===== config.mk =====
export PLATFORM = sky130hd
export DESIGN_NAME = down_counter_timer_flat
export DESIGN_NICKNAME = d
export VERILOG_FILES = /design/src/rtl/down_counter_timer_if.sv /design/src/rtl/down_counter_timer.sv /design/src/flat_wrapper.sv
export SDC_FILE = /design/constraint.sdc
export NUM_CORES = 1
export LEC_CHECK = 0
export ABC_CLOCK_PERIOD_IN_PS = 3700
export BUFFER_PORTS_ARGS = -buffer_cell sky130_fd_sc_hd__buf_4
export CAP_MARGIN = 0
export CORE_MARGIN = 5
export CORE_UTILIZATION = 53
export DETAILED_ROUTE_END_ITERATION = 6
export GPL_TIMING_DRIVEN = 0
export PLACE_DENSITY_LB_ADDON = 0.1
export SKIP_LAST_GASP = 1
export SYNTH_ARGS = -nofsm -noshare
export SYNTH_HDL_FRONTEND = slang
export SYNTH_SLANG_ARGS = --single-unit

===== constraint.sdc =====
create_clock -name clk -period 3.7 [get_ports clk]
set_clock_uncertainty 0.2 [all_clocks]
set_input_delay 0 -clock clk [delete_from_list [all_inputs] [get_ports clk]]
set_output_delay 0 -clock clk [all_outputs]
set_load 0.01 [all_outputs]

===== src/rtl/down_counter_timer_if.sv =====
// ---------------------------------------------------------------------------
// down_counter_timer_if
//   Control and status bundle for one down_counter_timer stage.
//
//   Signals (directions are seen from the counter, i.e. the slave modport):
//     load        in   capture load_value into the reload register and count
//     load_value  in   WIDTH-bit value captured on load
//     start       in   begin or resume counting
//     stop        in   halt counting, count holds
//     cnt_en      in   per-cycle count enable / cascade input (lower borrow_out)
//     auto_reload in   1: reload at zero, 0: one-shot
//     q           out  current count (registered)
//     tc          out  one-cycle terminal-count pulse (registered)
//     busy        out  1 while counting is active (registered)
//     borrow_out  out  combinational cascade output to the next higher stage
//
//   master: the controlling side (system or testbench).
//   slave : the counter itself.
// ---------------------------------------------------------------------------
interface down_counter_timer_if #(
  parameter int WIDTH = 4
) ();

  logic             load;
  logic [WIDTH-1:0] load_value;
  logic             start;
  logic             stop;
  logic             cnt_en;
  logic             auto_reload;
  logic [WIDTH-1:0] q;
  logic             tc;
  logic             busy;
  logic             borrow_out;

  modport master (
    output load,
    output load_value,
    output start,
    output stop,
    output cnt_en,
    output auto_reload,
    input  q,
    input  tc,
    input  busy,
    input  borrow_out
  );

  modport slave (
    input  load,
    input  load_value,
    input  start,
    input  stop,
    input  cnt_en,
    input  auto_reload,
    output q,
    output tc,
    output busy,
    output borrow_out
  );

endinterface : down_counter_timer_if


===== src/rtl/down_counter_timer.sv =====
// ---------------------------------------------------------------------------
// down_counter_timer
//   Synchronous loadable down counter with terminal-count detection.
//   Counts from a programmed reload value down to zero, either once
//   (one-shot) or repeatedly (auto-reload). A reload value N produces one
//   terminal-count pulse every N+1 enabled cycles.
//
//   Stages can be cascaded into a wider counter by tying the higher stage's
//   cnt_en to the lower stage's borrow_out, with clk, reset and start shared.
//
//   Ports:
//     clk    in  system clock, all registers update on its rising edge
//     reset  in  synchronous active-low reset
//     bus    slave modport of down_counter_timer_if:
//              load, load_value, start, stop, cnt_en, auto_reload (inputs)
//              q, tc, busy (registered outputs), borrow_out (combinational)
//
//   Parameters:
//     WIDTH          counter / reload width (must match the interface WIDTH)
//     RELOAD_DEFAULT value of the reload register and q after reset
// ---------------------------------------------------------------------------
module down_counter_timer #(
  parameter int WIDTH          = 4,
  parameter int RELOAD_DEFAULT = 15
) (
  input  logic                      clk,
  input  logic                      reset,
  down_counter_timer_if.slave       bus
);

  typedef enum logic [1:0] {
    IDLE = 2'd0,
    RUN  = 2'd1,
    DONE = 2'd2
  } state_t;

  localparam logic [WIDTH-1:0] RELOAD_INIT = WIDTH'(RELOAD_DEFAULT);

  state_t           state;
  logic [WIDTH-1:0] count;
  logic [WIDTH-1:0] reload;
  logic             tc_r;
  logic             busy_r;
  logic             at_zero;

  // Decrement that floors at zero: the counter never wraps to all-ones.
  function automatic logic [WIDTH-1:0] sat_dec(input logic [WIDTH-1:0] v);
    if (v == '0) begin
      return '0;
    end
    return v - WIDTH'(1);
  endfunction

  assign at_zero = (count == '0);

  // Single FSM block. Priority on each edge is
  // reset > load > stop > start > count; the if/else chain encodes it.
  always_ff @(posedge clk) begin
    if (!reset) begin
      state  <= IDLE;
      count  <= RELOAD_INIT;
      reload <= RELOAD_INIT;
      tc_r   <= 1'b0;
      busy_r <= 1'b0;
    end else begin
      // tc is a single-cycle pulse; only the terminal-count branch raises it.
      tc_r <= 1'b0;

      if (bus.load) begin
        // Load aborts everything, including a same-cycle start.
        reload <= bus.load_value;
        count  <= bus.load_value;
        state  <= IDLE;
        busy_r <= 1'b0;
      end else if (bus.stop) begin
        // Only meaningful while running; in IDLE/DONE stop simply
        // suppresses a simultaneous start.
        if (state == RUN) begin
          state  <= IDLE;
          busy_r <= 1'b0;
        end
      end else if (bus.start && (state != RUN)) begin
        // From IDLE this resumes with the held count; from DONE the
        // count is rearmed from the reload register. No decrement on
        // the entry edge.
        if (state == DONE) begin
          count <= reload;
        end
        state  <= RUN;
        busy_r <= 1'b1;
      end else if ((state == RUN) && bus.cnt_en) begin
        // A start while already running falls through to here and is
        // effectively ignored.
        if (!at_zero) begin
          count <= sat_dec(count);
        end else begin
          tc_r <= 1'b1;
          if (bus.auto_reload) begin
            count <= reload;
          end else begin
            // One-shot: park at zero until rearmed.
            state  <= DONE;
            busy_r <= 1'b0;
          end
        end
      end
    end
  end

  assign bus.q          = count;
  assign bus.tc         = tc_r;
  assign bus.busy       = busy_r;
  // Combinational so the next stage decrements on the same edge at which
  // this stage reaches its terminal count.
  assign bus.borrow_out = (state == RUN) && bus.cnt_en && at_zero;

endmodule : down_counter_timer


===== src/flat_wrapper.sv =====
// flat-port wrapper written by rule: the top's interface ports become plain ports
module down_counter_timer_flat 
#(
  parameter int WIDTH          = 4,
  parameter int RELOAD_DEFAULT = 15
)
  (clk, reset, bus_load, bus_load_value, bus_start, bus_stop, bus_cnt_en, bus_auto_reload, bus_q, bus_tc, bus_busy, bus_borrow_out);
  down_counter_timer_if #(.WIDTH(WIDTH)) bus_i ();
  input  logic clk;
  input  logic reset;
  input wire logic [$bits(bus_i.load)-1:0] bus_load;
  input wire logic [$bits(bus_i.load_value)-1:0] bus_load_value;
  input wire logic [$bits(bus_i.start)-1:0] bus_start;
  input wire logic [$bits(bus_i.stop)-1:0] bus_stop;
  input wire logic [$bits(bus_i.cnt_en)-1:0] bus_cnt_en;
  input wire logic [$bits(bus_i.auto_reload)-1:0] bus_auto_reload;
  output wire logic [$bits(bus_i.q)-1:0] bus_q;
  output wire logic [$bits(bus_i.tc)-1:0] bus_tc;
  output wire logic [$bits(bus_i.busy)-1:0] bus_busy;
  output wire logic [$bits(bus_i.borrow_out)-1:0] bus_borrow_out;
  assign bus_i.load = bus_load;
  assign bus_i.load_value = bus_load_value;
  assign bus_i.start = bus_start;
  assign bus_i.stop = bus_stop;
  assign bus_i.cnt_en = bus_cnt_en;
  assign bus_i.auto_reload = bus_auto_reload;
  assign bus_q = bus_i.q;
  assign bus_tc = bus_i.tc;
  assign bus_busy = bus_i.busy;
  assign bus_borrow_out = bus_i.borrow_out;
  down_counter_timer #(.WIDTH(WIDTH), .RELOAD_DEFAULT(RELOAD_DEFAULT)) u_core (.clk(clk), .reset(reset), .bus(bus_i));
endmodule

==> results of run 1 <==
[synth_stat cells (2+ instances only)]
| library cell | n |
|---|---|
| sky130_fd_sc_hd__a21oi_1 | 2 |
| sky130_fd_sc_hd__a221oi_2 | 4 |
| sky130_fd_sc_hd__clkbuf_1 | 2 |
| sky130_fd_sc_hd__dfxtp_1 | 11 |
| sky130_fd_sc_hd__inv_1 | 5 |
| sky130_fd_sc_hd__nand2_1 | 6 |
| sky130_fd_sc_hd__nand2b_1 | 2 |
| sky130_fd_sc_hd__nand3_1 | 2 |
| sky130_fd_sc_hd__nor2_1 | 7 |
| sky130_fd_sc_hd__nor2b_1 | 8 |
| sky130_fd_sc_hd__nor3b_1 | 2 |
| sky130_fd_sc_hd__nor4b_1 | 2 |
| sky130_fd_sc_hd__o21ai_0 | 4 |
| sky130_fd_sc_hd__or4b_1 | 2 |
[power by group through the flow]
stage	registers [mW]	clock network, mW	logic (mW)
6_report	0.132	0.0837	0.0596
5_1_grt	0.133	0.0947	0.0658
4_1_cts	0.131	0.0863	0.0594
3_5_place_dp	0.134	0	0.0500
3_3_place_gp	0.134	0	0.0491
2_1_floorplan	0.134	0	0.0282
[worst max-delay path by stage]
stage | startpoint | to | slack, ps | depth (start not counted)
floorplan | u_core.bus.q[0]$_SDFFE_PN1P_ | u_core.bus.q[2]$_SDFFE_PN1P_ | 1630 | 6
global placement | u_core.bus.q[0]$_SDFFE_PN1P_ | u_core.bus.q[2]$_SDFFE_PN1P_ | 1500 | 6
detailed placement | u_core.bus.q[0]$_SDFFE_PN1P_ | u_core.bus.q[3]$_SDFFE_PN1P_ | 1440 | 6
CTS | u_core.bus.q[0]$_SDFFE_PN1P_ | u_core.bus.q[0]$_SDFFE_PN1P_ | 940 | 7
global route | u_core.bus.q[0]$_SDFFE_PN1P_ | u_core.bus.q[0]$_SDFFE_PN1P_ | 810 | 7
finish | u_core.bus.q[0]$_SDFFE_PN1P_ | u_core.bus.q[0]$_SDFFE_PN1P_ | 930 | 7
[worst max-delay path, cell delays in order, from the launching register on]
cell	delay [ps]
sky130_fd_sc_hd__dfxtp_1	370
sky130_fd_sc_hd__inv_1	100
sky130_fd_sc_hd__ha_1	240
sky130_fd_sc_hd__or4b_1	450
sky130_fd_sc_hd__a32o_2	350
sky130_fd_sc_hd__a221oi_2	260
sky130_fd_sc_hd__o311ai_1	120
sky130_fd_sc_hd__dlygate4sd3_1	570
[state kept, by name (all words and copies together) (netlist names)]
register and count:
u_core.reload 4, u_core.bus.tc 1, u_core.bus.q 4, u_core.state 2
[area by class of cell]
class	count	share of cell area
clock buffers	4	0.0264
repair buffers	30	0.259
multi-input cells	61	0.448
flip-flops and latches	11	0.221
plain buffers	2	0.00755
well taps	15	0.0189
inverters	5	0.0189
[what timing repair did]
item	4_1_cts	5_1_grt
hold buffers	13	0
endpoints found under the hold margin	11	0
setup buffers	0	0
setup endpoints to repair	0	0
[stage by stage]
stage,hold slack [ps],util,worst slack (ps),power (mW),std cells
floorplan,-121,-,1630,0.162,79
global placement,21.1,0.661,1500,0.183,111
detailed placement,25.4,0.661,1440,0.184,111
CTS,296,0.784,943,0.277,128
global route,329,0.784,808,0.293,128
finish,295,0.784,934,0.275,128
[cells by family after synthesis]
logic type	Yosys count	synth area share
simple gates	39	0.358
buf+inv	7	0.0380
fa+ha+maj	1	0.0181
flops	11	0.318
compound gates	21	0.268
[cell usage in the layout, fill, tap and decap left out, types with 2 or more instances in the layout]
cell	Yosys	routed
sky130_fd_sc_hd__dlygate4sd3_1	0	13
sky130_fd_sc_hd__nand2_1	6	6
sky130_fd_sc_hd__buf_4	0	17
sky130_fd_sc_hd__or4b_1	2	2
sky130_fd_sc_hd__nor2_1	7	7
sky130_fd_sc_hd__a221oi_2	4	4
sky130_fd_sc_hd__nand3_1	2	2
sky130_fd_sc_hd__o21ai_0	4	4
sky130_fd_sc_hd__nor4b_1	2	2
sky130_fd_sc_hd__nor3b_1	2	2
sky130_fd_sc_hd__clkbuf_4	0	3
sky130_fd_sc_hd__inv_1	5	5
sky130_fd_sc_hd__clkbuf_1	2	3
sky130_fd_sc_hd__nor2b_1	8	8
sky130_fd_sc_hd__dfxtp_1	11	11
sky130_fd_sc_hd__a21oi_1	2	2
sky130_fd_sc_hd__nand2b_1	2	2
[layer usage]
layer / vias to the layer above / global-route usage / part of all wire
li1: 363 / - / -
met1: 321 / 0.253 / 0.47
met2: 18 / 0.294 / 0.46
met3: 6 / 0.0664 / 0.048
met4: 0 / 0.102 / 0.028
met5: - / 0 / 0
==> Flow_metrics.wiki, run 1 <==
{| class="wikitable"
! Metric !! Value
|-
| Result of the run || completed
|-
| Aggregate global routing overflow || 0
|-
| Power share of the sequential group || 0.478
|-
| Layout cells sized above 1 || 0.274
|-
| Net total in the final layout || 126
|-
| Yosys Warn Count || 0
|-
| Synthesized area || 692 µm²
|-
| Worst Tran Pin Value || 480 ps
|-
| Seq. cell area || 220 µm²
|-
| Worst hold path cell count || 2
|-
| Min-delay worst type || reg -> reg
|-
| Area share of the largest cell type after synthesis || 0.318
|-
| Required arrival time at the worst endpoint || 3660 ps
|-
| Async set-or-reset flop fraction in the synthesized netlist || 0
|-
| Unrepaired setup endpoints after global routing || false
|-
| Effective utilization at floorplan || 0.545
|-
| Total die area || 2130 µm²
|-
| Category of the most critical setup path || reg -> reg
|-
| Leading area contributor after synthesis || sky130_fd_sc_hd__dfxtp_1
|-
| Critical Path Sink Type || flop
|-
| Number of search-and-repair iterations in the first detailed-routing pass || 3
|-
| Final estimated routing congestion in global placement || 0.840
|-
| Global-route wire length before repair || 2.99 mm
|-
| Tot GR Track Use || 0.199
|-
| Count of instances resized after the clock tree is built || 0
|-
| Post-route setup TNS || 0 ps
|-
| Setup slack, reg-to-reg || 930 ps
|-
| Mean area per synthesized cell || 8.76 µm²
|-
| Pin count of the biggest net entering global routing || 11
|-
| Buffers on Ports || 17
|-
| Placeable Area || 1270 µm²
|-
| Hold worst-path end || u_core.reload[3]$_SDFFE_PN1P_
|-
| Switching power share of the total || 0.273
|-
| Final standard cell area without fillers || 995 µm²
|-
| Sort of element at the start of the critical path || flop
|-
| Remaining antenna violation count || 0
|-
| Total area of multi-input combinational cells || 445 µm²
|-
| Count of flip-flops with a built-in enable after synthesis || 0
|-
| Most area-consuming cells after synthesis || sky130_fd_sc_hd__dfxtp_1 32%, sky130_fd_sc_hd__a221oi_2 8.7%, sky130_fd_sc_hd__nor2b_1 7.2%, sky130_fd_sc_hd__nor2_1 3.8%, sky130_fd_sc_hd__nand2_1 3.3%
|-
| Ratio of routed vias to standard cells || 5.53
|-
| Residual DRC count || 0
|-
| Count of cells along the worst register-to-register path || 7
|-
| Worst flop-to-flop path endpoint || u_core.bus.q[0]$_SDFFE_PN1P_
|-
| Library cell used as clock root buffer || sky130_fd_sc_hd__clkbuf_4
|-
| Post-route fraction of the period consumed by the critical path || 0.748
|-
| Peak fanout along the critical path || 7
|-
| Clock buffer count from CTS || 3
|-
| Startpoint of the worst hold path || u_core.reload[3]$_SDFFE_PN1P_
|-
| Number of maximum-capacitance constraint violations || 0
|-
| Final-report setup violation count || 0
|-
| Number of hold-slack violations in the final timing report || 0
|-
| Via count || 708
|-
| Clock Tree Buf Depth || 2
|-
| Fmax achieved || 0.361 GHz
|-
| Placed wire-length estimate || 1.18 mm
|-
| Clock tree from TritonCTS || yes
|-
| Maximum resistive drop on vdd || 199 µV
|-
| Number of antenna violations at the first check in global routing || 0
|-
| Internal power consumption || 0.200 mW
|-
| Post-synthesis sequential element count || 11
|-
| Number of fill cells in the layout || 91
|-
| Number of global-route vias before repair || 695
|-
| Power density cells || 276 nW/µm²
|-
| Total placed instance area || 838 µm²
|-
| Startpoint of the most critical register-to-register path || u_core.bus.q[0]$_SDFFE_PN1P_
|-
| Most common flop cell mapped by yosys || sky130_fd_sc_hd__dfxtp_1
|-
| Power share of the clock group || 0.305
|-
| Net Count, Synth || 91
|-
| Worst-case headroom to the max-slew limit || 0.679
|-
| Proportion of synthesized chip area in sequential cells || 0.318
|-
| # IOs || 18
|-
| Netlist cell types || 34
|-
| Overall die width || 46.1 µm
|-
| Site Rows || 13
|-
| Clock transition at the registers of the reported paths || 70 ps
|-
| Total number of clock tree sinks || 11
|-
| CTS H-tree depth || 1
|-
| Routed WL || 1.70 mm
|-
| Routed length per instance || 13.3 µm
|-
| Antenna cells || 0
|-
| Critical Path AT || 2730 ps
|-
| Final period demand of the worst path || 2770 ps
|-
| Leakage power summed over all cells || 0.422 nW
|-
| Clk_lat worst skew || 270 ps
|-
| Logic gate share of total power || 0.217
|-
| Height of the die || 46.1 µm
|-
| Gate Count Post-Synth || 79
|-
| Area growth syn-to-layout || 43.8%
|-
| Final Slew Violations || 0
|-
| Net switching component of the power || 0.0751 mW
|-
| Initial detailed-routing violation count || 4
|}
(Power assumes the default switching activity.)
==> run 2, diff against run 1 <==
ABC_CLOCK_PERIOD_IN_PS = 2550   (was 3700)
CORE_UTILIZATION = 50   (was 53)
clock period = 2.55 ns   (was 3.7 ns; I/O delays follow)
==> run 2 against run 1 <==
Compared with the run above: register-to-register slack got worse by 820 ps; global-route usage shrank 0.32 points; utilization fell by 1.6 points; clock power up 47%; count of clock-buffer cells in the layout stayed put; final cell count unchanged; design area grew 0.50%; sequential cell count stayed put; combinational power up 48%; power grew 47%; sequential share of layout area decreased by 0.11 points; critical path type unchanged; critical endpoint is now u_core.bus.q[2]$_SDFFE_PN1P_; largest power group unchanged.
==> Flow_metrics.wiki, run 2 (synthesis results as in run 1) <==
{| class="wikitable"
! Metric !! Value
|-
| Critical Path AT || 2380 ps (-350 ps)
|-
| Slowest cell on the critical path || sky130_fd_sc_hd__nor4b_1
|-
| Area growth syn-to-layout || 44.5%
|-
| Placed wire-length estimate || 1.25 mm (+6.3%)
|-
| Routed WL || 1.84 mm (+7.8%)
|-
| Aggregate global routing overflow || 0 (unchanged)
|-
| Design Power || 0.403 mW (+47%)
|-
| Clock Tree Buf Depth || 2 (unchanged)
|-
| Number of hold-slack violations in the final timing report || 0 (unchanged)
|-
| Number of fill cells in the layout || 91 (unchanged)
|-
| Post-layout instance count excluding filler cells || 128 (unchanged)
|-
| Final standard cell utilization of the core || 0.768 (-0.0158)
|-
| CTS H-tree depth || 1 (unchanged)
|-
| Overall die width || 47.2 µm (+2.3%)
|-
| Site Rows || 13 (unchanged)
|-
| Worst path max stage delay || 520 ps (-50 ps)
|-
| Critical Path Sink Type || flop
|-
| Most frequent standard cell in the layout excluding fill and tap cells || sky130_fd_sc_hd__buf_4
|-
| Min-delay worst type || in -> reg
|-
| Number of global-route vias before repair || 680 (-2.2%)
|-
| Global-route wire length before repair || 3.00 mm (+0.47%)
|-
| Clock buffer count from CTS || 3 (unchanged)
|-
| Post-route fraction of the period consumed by the critical path || 0.957 (+0.210)
|-
| Final estimated routing congestion in global placement || 0.758 (-9.7%)
|-
| Number of maximum-capacitance constraint violations || 0 (unchanged)
|-
| Pin count of the biggest net entering global routing || 11 (unchanged)
|-
| Commonest cells after routing, fill and taps aside || 17 x sky130_fd_sc_hd__buf_4, 13 x sky130_fd_sc_hd__dlygate4sd3_1, 11 x sky130_fd_sc_hd__dfxtp_1
|-
| Initial detailed-routing violation count || 27 (+23)
|-
| Number of antenna violations at the first check in global routing || 0 (unchanged)
|-
| Worst-case headroom to the max-slew limit || 0.611 (-0.0677)
|-
| Tot GR Track Use || 0.195 (-0.00322)
|-
| Via count || 728 (+2.8%)
|-
| Category of the most critical setup path || reg -> reg
|-
| Clock transition at the registers of the reported paths || 70 ps (about the same)
|-
| Remaining antenna violation count || 0 (unchanged)
|-
| Final-report setup violation count || 0 (unchanged)
|-
| Worst Tran Pin Value || 575 ps (+94.5 ps)
|-
| Buffers on Ports || 17 (unchanged)
|-
| Total area of multi-input combinational cells || 450 µm² (+1.1%)
|-
| Final hold slack || 116 ps (-179 ps)
|-
| Sort of element at the start of the critical path || flop
|-
| Chain of cells forming the critical path || inv_1, ha_1, or4b_1, a32o_2, nor4b_1, a221oi_2
|-
| Total die area || 2230 µm² (+4.7%)
|-
| Leakage power summed over all cells || 0.421 nW (-0.25%)
|-
| Clock tree from TritonCTS || yes
|-
| Antenna cells || 0 (unchanged)
|-
| Clk_lat worst skew || 280 ps (about the same)
|-
| Layout cells sized above 1 || 0.283 (+0.00885)
|-
| # IOs || 18 (unchanged)
|-
| Dpl cells || 111 (unchanged)
|-
| Post-route setup TNS || 0 ps (unchanged)
|-
| Ratio of routed vias to standard cells || 5.69 (+2.8%)
|-
| Unrepaired setup endpoints after global routing || false
|-
| Number of search-and-repair iterations in the first detailed-routing pass || 4 (+1)
|-
| Routed length per instance || 14.3 µm (+7.8%)
|-
| Library cell used as clock root buffer || sky130_fd_sc_hd__clkbuf_4
|-
| Result of the run || completed
|-
| Placeable Area || 1300 µm² (+2.6%)
|-
| Seq. cell area || 220 µm² (unchanged)
|-
| Required arrival time at the worst endpoint || 2480 ps (-1180 ps)
|-
| Fmax achieved || 0.410 GHz (+13%)
|-
| Effective utilization at floorplan || 0.532 (-0.0136)
|-
| Net total in the final layout || 126 (unchanged)
|-
| Maximum resistive drop on vdd || 339 µV (+70%)
|-
| Residual DRC count || 0 (unchanged)
|-
| Final Slew Violations || 0 (unchanged)
|-
| Height of the die || 47.2 µm (+2.3%)
|-
| Peak fanout along the critical path || 7 (unchanged)
|-
| Total number of clock tree sinks || 11 (unchanged)
|-
| Power density cells || 403 nW/µm² (+46%)
|-
| Final period demand of the worst path || 2440 ps (-325 ps)
|}
run 2: final cells by class:
| type | count | share of cell area |
|---|---|---|
| flip-flops and latches | 11 | 0.220 |
| multi-input cells | 61 | 0.451 |
| repair buffers | 30 | 0.258 |
| inverters | 5 | 0.0188 |
| clock buffers | 4 | 0.0263 |
| well taps | 15 | 0.0188 |
| plain buffers | 2 | 0.00751 |
run 2: what timing repair did:
item / CTS / global route
buffers inserted: 0 / 0
hold endpoints to repair: 11 / 0
hold buffers: 13 / 0
setup endpoints to repair: 0 / 2
gates resized for setup: 0 / 1
run 2: critical path, delay by kind of cell (launching register included):
kind            cells  cell delay (ps)
buf+inv             1              100
simple gates        2              970
fa+ha+maj           1              230
flops               1              380
compound gates      2              420
run 2: layer usage:
| layer | wire length [µm] | track usage | share of wire |
|---|---|---|---|
| met5 | 0 | 0 | 0 |
| met3 | 115 | 0.0383 | 0.063 |
| met4 | 66 | 0.116 | 0.036 |
| met1 | 800 | 0.226 | 0.44 |
| met2 | 852 | 0.331 | 0.46 |
run 2: worst paths after layout:
path	startpoint	cells after the start	slack, ps	end
min reg2reg	u_core.reload[3]$_SDFFE_PN1P_	2	300	u_core.reload[3]$_SDFFE_PN1P_
min	bus_cnt_en	5	120	u_core.state[1]$_SDFFE_PP0P_
max reg2reg	u_core.bus.q[0]$_SDFFE_PN1P_	6	110	u_core.bus.q[2]$_SDFFE_PN1P_
max	u_core.bus.q[0]$_SDFFE_PN1P_	6	110	u_core.bus.q[2]$_SDFFE_PN1P_
run 2: per-stage QoR:
stage / setup WS (ps) / cell area [µm²]
2_1_floorplan: 483 / 692
3_3_place_gp: 358 / 838
3_5_place_dp: 247 / 838
4_1_cts: 128 / 995
5_1_grt: 34.3 / 1000
6_report: 109 / 1000
run 2: power by group:
group	switching, mW	leakage, nW	internal, mW
Combinational	0.0381	0.316	0.0501
Sequential	0.0120	0.0906	0.180
Clock	0.0618	0.0150	0.0608
Total	0.112	0.421	0.291
